[src/rtl/phase_advance_ctrl_pkg.sv]
// Shared definitions for the phase advance controller: state encoding,
// default parameters and the phase-vector sanity helper.
package phase_advance_ctrl_pkg;

  typedef enum logic [1:0] {
    ST_IDLE     = 2'd0,
    ST_RUN      = 2'd1,
    ST_WAIT_MEM = 2'd2,
    ST_HALT     = 2'd3
  } ctrl_state_t;

  localparam int MEM_TIMEOUT_DEFAULT = 16;
  localparam int STALL_W_DEFAULT     = 16;

  // True when exactly one phase line is active.
  function automatic logic is_one_hot5(input logic [4:0] v);
    return ($countones(v) == 1);
  endfunction

endpackage

[src/rtl/phase_advance_ctrl_exec_edge_detect.sv]
// Rising-edge detector for the exec start/resume request.
// A level held high produces a single one-cycle pulse.
module exec_edge_detect (
  input  logic clock,
  input  logic reset,
  input  logic exec,
  output logic rise
);

  logic exec_q;

  // One-cycle history of exec, cleared by reset.
  always_ff @(posedge clock) begin
    if (reset) exec_q <= 1'b0;
    else       exec_q <= exec;
  end

  assign rise = exec & ~exec_q;

endmodule

[src/rtl/phase_advance_ctrl.sv]
// Phase advance controller: gates the phase counter, issues memory
// requests in p1 (fetch) and p4 (data), handles HLT, memory timeout
// and malformed phase vectors.
//
// state    | meaning
// ---------+-----------------------------------------------------------
// IDLE     | out of reset, waiting for first exec rising edge
// RUN      | phases advancing; zero-wait memory completes in place
// WAIT_MEM | memory request outstanding, phase counter frozen
// HALT     | stopped by HLT, bus timeout or phase fault; exec resumes
module phase_advance_ctrl
  import phase_advance_ctrl_pkg::*;
#(
  parameter int MEM_TIMEOUT = MEM_TIMEOUT_DEFAULT,
  parameter int STALL_W     = STALL_W_DEFAULT
) (
  input  logic               clock,
  input  logic               reset,
  input  logic               p1,
  input  logic               p2,
  input  logic               p3,
  input  logic               p4,
  input  logic               p5,
  input  logic               exec,
  input  logic               dataAccess,
  input  logic               haltInstr,
  input  logic               memReady,
  output logic               changeEnable,
  output logic               memReq,
  output logic               memIsData,
  output logic               halted,
  output logic               busError,
  output logic               phaseError,
  output logic [STALL_W-1:0] stallCount
);

  localparam int WAIT_W = (MEM_TIMEOUT > 1) ? $clog2(MEM_TIMEOUT) : 1;
  // Loaded on entry to WAIT_MEM; terminal count 0 marks the last allowed cycle.
  localparam logic [WAIT_W-1:0] WAIT_LOAD = WAIT_W'(MEM_TIMEOUT - 1);

  ctrl_state_t        state, next_state;
  logic [WAIT_W-1:0]  wait_cnt;
  logic [STALL_W-1:0] stall;
  logic               bus_err, phase_err;
  logic               resumed;
  logic               exec_rise;
  logic               phase_ok, need_mem;
  logic               set_bus_err, set_phase_err, load_wait;

  exec_edge_detect u_exec_edge (
    .clock (clock),
    .reset (reset),
    .exec  (exec),
    .rise  (exec_rise)
  );

  assign phase_ok  = is_one_hot5({p5, p4, p3, p2, p1});
  assign need_mem  = p1 | (p4 & dataAccess);
  assign memIsData = p4;
  assign halted    = (state == ST_IDLE) || (state == ST_HALT);

  // Next-state and output decode; phase fault outranks every other event.
  always_comb begin
    next_state    = state;
    changeEnable  = 1'b0;
    memReq        = 1'b0;
    set_bus_err   = 1'b0;
    set_phase_err = 1'b0;
    load_wait     = 1'b0;
    case (state)
      ST_IDLE, ST_HALT: begin
        if (exec_rise) next_state = ST_RUN;
      end
      ST_RUN: begin
        if (!phase_ok) begin
          set_phase_err = 1'b1;
          next_state    = ST_HALT;
        end else if (need_mem) begin
          memReq = 1'b1;
          if (memReady) begin
            changeEnable = 1'b1;
          end else begin
            load_wait  = 1'b1;
            next_state = ST_WAIT_MEM;
          end
        end else if (p5 && haltInstr && !resumed) begin
          next_state = ST_HALT;
        end else begin
          changeEnable = 1'b1;
        end
      end
      ST_WAIT_MEM: begin
        memReq = 1'b1;
        if (!phase_ok) begin
          set_phase_err = 1'b1;
          next_state    = ST_HALT;
        end else if (memReady) begin
          changeEnable = 1'b1;
          next_state   = ST_RUN;
        end else if (wait_cnt == '0) begin
          set_bus_err = 1'b1;
          next_state  = ST_HALT;
        end
      end
      default: next_state = ST_IDLE;
    endcase
  end

  // State, timeout down-counter, stall counter and sticky fault flags.
  always_ff @(posedge clock) begin
    if (reset) begin
      state     <= ST_IDLE;
      wait_cnt  <= '0;
      stall     <= '0;
      bus_err   <= 1'b0;
      phase_err <= 1'b0;
      resumed   <= 1'b0;
    end else begin
      state   <= next_state;
      resumed <= (state == ST_HALT) && (next_state == ST_RUN);
      if (load_wait)
        wait_cnt <= WAIT_LOAD;
      else if (state == ST_WAIT_MEM && wait_cnt != '0)
        wait_cnt <= wait_cnt - 1'b1;
      if (state == ST_WAIT_MEM && stall != {STALL_W{1'b1}})
        stall <= stall + 1'b1;
      if (set_bus_err)   bus_err   <= 1'b1;
      if (set_phase_err) phase_err <= 1'b1;
    end
  end

  assign busError   = bus_err;
  assign phaseError = phase_err;
  assign stallCount = stall;

endmodule

[config.mk]
export PLATFORM = sky130hd
export DESIGN_NAME = phase_advance_ctrl
export DESIGN_NICKNAME = d
export VERILOG_FILES = /design/src/rtl/phase_advance_ctrl_pkg.sv /design/src/rtl/phase_advance_ctrl_exec_edge_detect.sv /design/src/rtl/phase_advance_ctrl.sv
export SDC_FILE = /design/constraint.sdc
export NUM_CORES = 1
export LEC_CHECK = 0
export CAP_MARGIN = 0
export CORE_ASPECT_RATIO = 1.5
export CORE_UTILIZATION = 55
export DETAILED_ROUTE_END_ITERATION = 10
export DONT_BUFFER_PORTS = 1
export GPL_ROUTABILITY_DRIVEN = 0
export GPL_TIMING_DRIVEN = 1
export MAX_ROUTING_LAYER = met4
export PLACE_DENSITY = 0.73
export SKIP_CTS_REPAIR_TIMING = 1
export SLEW_MARGIN = 20
export SYNTH_ARGS = -nofsm -noshare
export SYNTH_HDL_FRONTEND = slang
export SYNTH_SLANG_ARGS = --single-unit
[constraint.sdc]
create_clock -name clock -period 3 [get_ports clock]
set_clock_uncertainty 0.1 [all_clocks]
set_input_delay 0.45 -clock clock [delete_from_list [all_inputs] [get_ports clock]]
set_output_delay 0.45 -clock clock [all_outputs]
set_load 0.01 [all_outputs]
==> report_table.html <==
<table>
<tr><th>Metric</th><th>Value</th></tr>
<tr><th colspan="2">Timing</th></tr>
<tr><td>Time the worst path needs with I/O delays and setup</td><td>about 2.8 ns</td></tr>
<tr><td>Setup Viol. Count Final</td><td>0</td></tr>
<tr><td>Setup repair after global routing missed its margin</td><td>false</td></tr>
<tr><td>Period Utilization, post-route</td><td>0.9477</td></tr>
<tr><td>Actual transition at the worst max-transition pin</td><td>0.5165 ns</td></tr>
<tr><td>Upper clock frequency limit</td><td>roughly 350 MHz</td></tr>
<tr><td>Hold Fails Final Rpt</td><td>0</td></tr>
<tr><td>Number of max-slew violations in the final report</td><td>0</td></tr>
<tr><td>Worst slew margin relative to its limit</td><td>0.6531</td></tr>
<tr><td>Worst hold margin</td><td>0.1313 ns</td></tr>
<tr><th colspan="2">Synthesis</th></tr>
<tr><td>Most instantiated cells after synthesis</td><td>dfxtp_1, a21oi_1, nor2_1</td></tr>
<tr><td>Post-synthesis share of cell area spent on and, or, nand and nor gates</td><td>0.3244</td></tr>
<tr><td>Multiplexer share of the synthesized area</td><td>0.04351</td></tr>
<tr><td>Share of Yosys cell area claimed by the top area cell type</td><td>0.3291</td></tr>
<tr><td>Mapped Nets</td><td>200</td></tr>
<tr><td>Netlist cell types</td><td>50</td></tr>
<tr><td>Cells taking the most area after synthesis</td><td>dfxtp_1, a21oi_1, ha_1, nor2_1, inv_1</td></tr>
<tr><td>Post-Syn Area</td><td>around 1600 sq um</td></tr>
<tr><td>Predominant post-synthesis flop cell</td><td>dfxtp_1</td></tr>
<tr><td>Post-synthesis share of cell area spent on full adders, half adders and majority gates</td><td>0.07278</td></tr>
<tr><td>Mean area per synthesized cell</td><td>8.738 sq um</td></tr>
<tr><td>Share of the synthesized netlist area taken by xor and xnor gates</td><td>0.005538</td></tr>
<tr><td>Sequential area share after synthesis</td><td>0.3291</td></tr>
<tr><td>Most numerous cell in the Yosys netlist</td><td>dfxtp_1</td></tr>
<tr><td>Yosys top cell by area</td><td>dfxtp_1</td></tr>
<tr><td>Post-synth EDFFs</td><td>0</td></tr>
<tr><td>Number of register bits inferred by synthesis</td><td>26</td></tr>
<tr><td>Area fraction in compound gates after synthesis</td><td>0.1741</td></tr>
<tr><td>Mapped Cells</td><td>181</td></tr>
<tr><td>Synthesis Warnings</td><td>0</td></tr>
<tr><td>Main combinational cell family by area after synthesis</td><td>simple AND/OR/NAND/NOR gates</td></tr>
<tr><td>Share of async-settable or async-resettable flops after synthesis</td><td>0</td></tr>
<tr><th colspan="2">Floorplan</th></tr>
<tr><td>Die W</td><td>45.79 um</td></tr>
<tr><td>Core area</td><td>2705 sq um</td></tr>
<tr><td>Initial core utilization</td><td>0.5846</td></tr>
<tr><td>Placement row count</td><td>23</td></tr>
<tr><td>Die area</td><td>3099 sq um</td></tr>
<tr><td>Num ports</td><td>33</td></tr>
<tr><td>Die span in y</td><td>about 68 um</td></tr>
<tr><th colspan="2">Placed design</th></tr>
<tr><td>Total instance count after detailed placement</td><td>213</td></tr>
<tr><td>Post-DP HPWL</td><td>around 2600 um</td></tr>
<tr><td>Input/output buffers</td><td>0</td></tr>
<tr><th colspan="2">Worst setup path</th></tr>
<tr><td>Maximum fanout along the worst path</td><td>3</td></tr>
<tr><td>Cell family with most CP delay</td><td>adder cells</td></tr>
<tr><td>Arrival time of the worst setup path</td><td>2.29 ns</td></tr>
<tr><td>Largest incremental delay on the critical path</td><td>0.52 ns</td></tr>
<tr><td>Buf/Inv on CP</td><td>2</td></tr>
<tr><td>Required time reported for the critical path endpoint</td><td>2.45 ns</td></tr>
<tr><td>Crit path capture type</td><td>primary output</td></tr>
<tr><td>Critical Path Start Type</td><td>input pin</td></tr>
<tr><td>Crit Path Class</td><td>in -&gt; out</td></tr>
<tr><td>CP cell instances</td><td>inv_1 -&gt; fa_1 -&gt; inv_1 -&gt; fa_1 -&gt; ha_1 -&gt; nor3b_2 -&gt; a31oi_1 -&gt; nor2_1</td></tr>
<tr><td>Critical-path cell with the highest stage delay</td><td>fa_1</td></tr>
<tr><td>Register-to-register setup slack</td><td>0.73 ns</td></tr>
<tr><th colspan="2">CTS</th></tr>
<tr><td>Number of buffers on the longest clock path</td><td>2</td></tr>
<tr><td>Max H-tree Level</td><td>1</td></tr>
<tr><td>Clk slew on worst S/H paths</td><td>0.09 ns</td></tr>
<tr><td>Clock net sink count</td><td>26</td></tr>
<tr><td>Total clock buffers created by CTS</td><td>3</td></tr>
<tr><td>Clock tree from TritonCTS</td><td>built</td></tr>
<tr><td>CTS root buffer</td><td>clkbuf_8</td></tr>
<tr><td>Worst-Skew Late Latency</td><td>around 0.27 ns</td></tr>
<tr><th colspan="2">Job</th></tr>
<tr><td>Max capacitance violation total</td><td>0</td></tr>
<tr><th colspan="2">Global routing</th></tr>
<tr><td>Via count of the first global-routing pass</td><td>1389</td></tr>
<tr><td>Number of antenna violations at the first check in global routing</td><td>0</td></tr>
<tr><td>Wire length of the first global-routing pass</td><td>5727 um</td></tr>
<tr><td>Largest net degree at the start of global routing</td><td>30</td></tr>
<tr><td>Residual overflow from global routing</td><td>0</td></tr>
<tr><td>Total global routing track utilization</td><td>0.2525</td></tr>
<tr><th colspan="2">Power</th></tr>
<tr><td>Largest vdd supply drop</td><td>approximately 0.32 mV</td></tr>
<tr><td>Static power due to leakage</td><td>approximately 0.00062 uW</td></tr>
<tr><td>Pwr per Cell Area</td><td>518.3 nW/um^2</td></tr>
<tr><th colspan="2">Run status</th></tr>
<tr><td>Outcome</td><td>complete, no violations</td></tr>
<tr><th colspan="2">Final layout</th></tr>
<tr><td>Number of nets in the layout</td><td>200</td></tr>
<tr><td>Inserted Diodes</td><td>0</td></tr>
<tr><td>Area growth, synth to finish</td><td>5.696%</td></tr>
<tr><td>Ratio of cells with drive above 1 in the final layout</td><td>0.08333</td></tr>
<tr><td>Post-route non-filler standard cell count</td><td>217</td></tr>
<tr><th colspan="2">Drt</th></tr>
<tr><td>Drt pass-1 iters</td><td>4</td></tr>
<tr><td>Total wirelength of the detailed-routed design</td><td>3486 um</td></tr>
<tr><td>Total DRC errors in the routed layout</td><td>0</td></tr>
<tr><td>DRT iter0 DRCs</td><td>33</td></tr>
<tr><td>Final antenna-violating net count</td><td>0</td></tr>
<tr><td>Vias after detailed routing</td><td>1376</td></tr>
<tr><td>WL/cell</td><td>16.06 um</td></tr>
<tr><td>Vias per Instance</td><td>6.341</td></tr>
<tr><th colspan="2">Hold path</th></tr>
<tr><td>Tightest Hold Check Type</td><td>in -&gt; reg</td></tr>
</table>
-- final timing paths --
check / start / endpoint / depth (start not counted)
worst max-delay path: p1 / memReq / 8
worst min-delay path: reset / wait_cnt[0]$_SDFFE_PP0P_ / 1
worst min register to register: wait_cnt[2]$_SDFFE_PP0P_ / wait_cnt[2]$_SDFFE_PP0P_ / 2
worst max register to register: state[0]$_SDFF_PP0_ / stallCount[8]$_SDFFE_PP0P_ / 6
-- per-stage QoR --
stage | total power (uW) | cell area [sq um] | utilization | worst slack, ns | setup TNS (ns)
detailed placement | 639.7 | 1612 | 0.5957 | -0.03222 | -0.04790
floorplan | 593.4 | 1582 | - | 0.03987 | 0
global route | 913.5 | 1672 | 0.6179 | 0.05223 | 0
finish | 866.4 | 1672 | 0.6179 | 0.1569 | 0
CTS | 868.2 | 1667 | 0.6161 | 0.06573 | 0
global placement | 627.6 | 1612 | 0.5957 | 0.07323 | 0
-- cell families after synthesis --
group | count (synthesis)
compound gates | 42
xor+xnor | 1
fa+ha+maj | 8
buf+inv | 20
flops | 26
mux | 6
simple gates | 78
-- layout make-up --
cell class / instances / area, sq um
Clock buffer: 4 / 55.05
Fill cell: 242 / 1033
Inverter: 13 / 48.80
Multi-Input combinational cell: 135 / 985.9
Sequential cell: 26 / 520.5
Tap cell: 37 / 46.29
Timing Repair Buffer: 2 / 15.01
-- state kept, by name, indices dropped and copies added, names as in the netlist --
signal	cells
u_exec_edge.exec_q	1
stallCount	16
state	2
resumed	1
wait_cnt	4
phaseError	1
busError	1
-- per-layer routing --
metal	vias to the layer above	wire, um	track usage
met5	-	0	-
met2	35	1965	0.4946
met4	0	42	0.07353
met1	670	1350	0.2516
met3	6	129	0.02139
li1	665	-	-
-- power by group --
| part | switching, uW | internal (uW) | total [uW] |
|---|---|---|---|
| Clock | 114 | 118 | 232 |
| Sequential | 31.0 | 370 | 401 |
| Combinational | 133 | 100 | 233 |
| Total | 278 | 588 | 866 |
-- cells in the final DEF, fill, tap and decap left out, drive strengths merged, types with 5 or more instances in the layout --
master	count
ha	6
nor2	13
nor3	6
a21oi	17
nor2b	6
o31ai	6
nand2	10
nand3	8
dfxtp	26
a31oi	5
inv	13
Note: power is estimated with default switching activity, not from simulation.
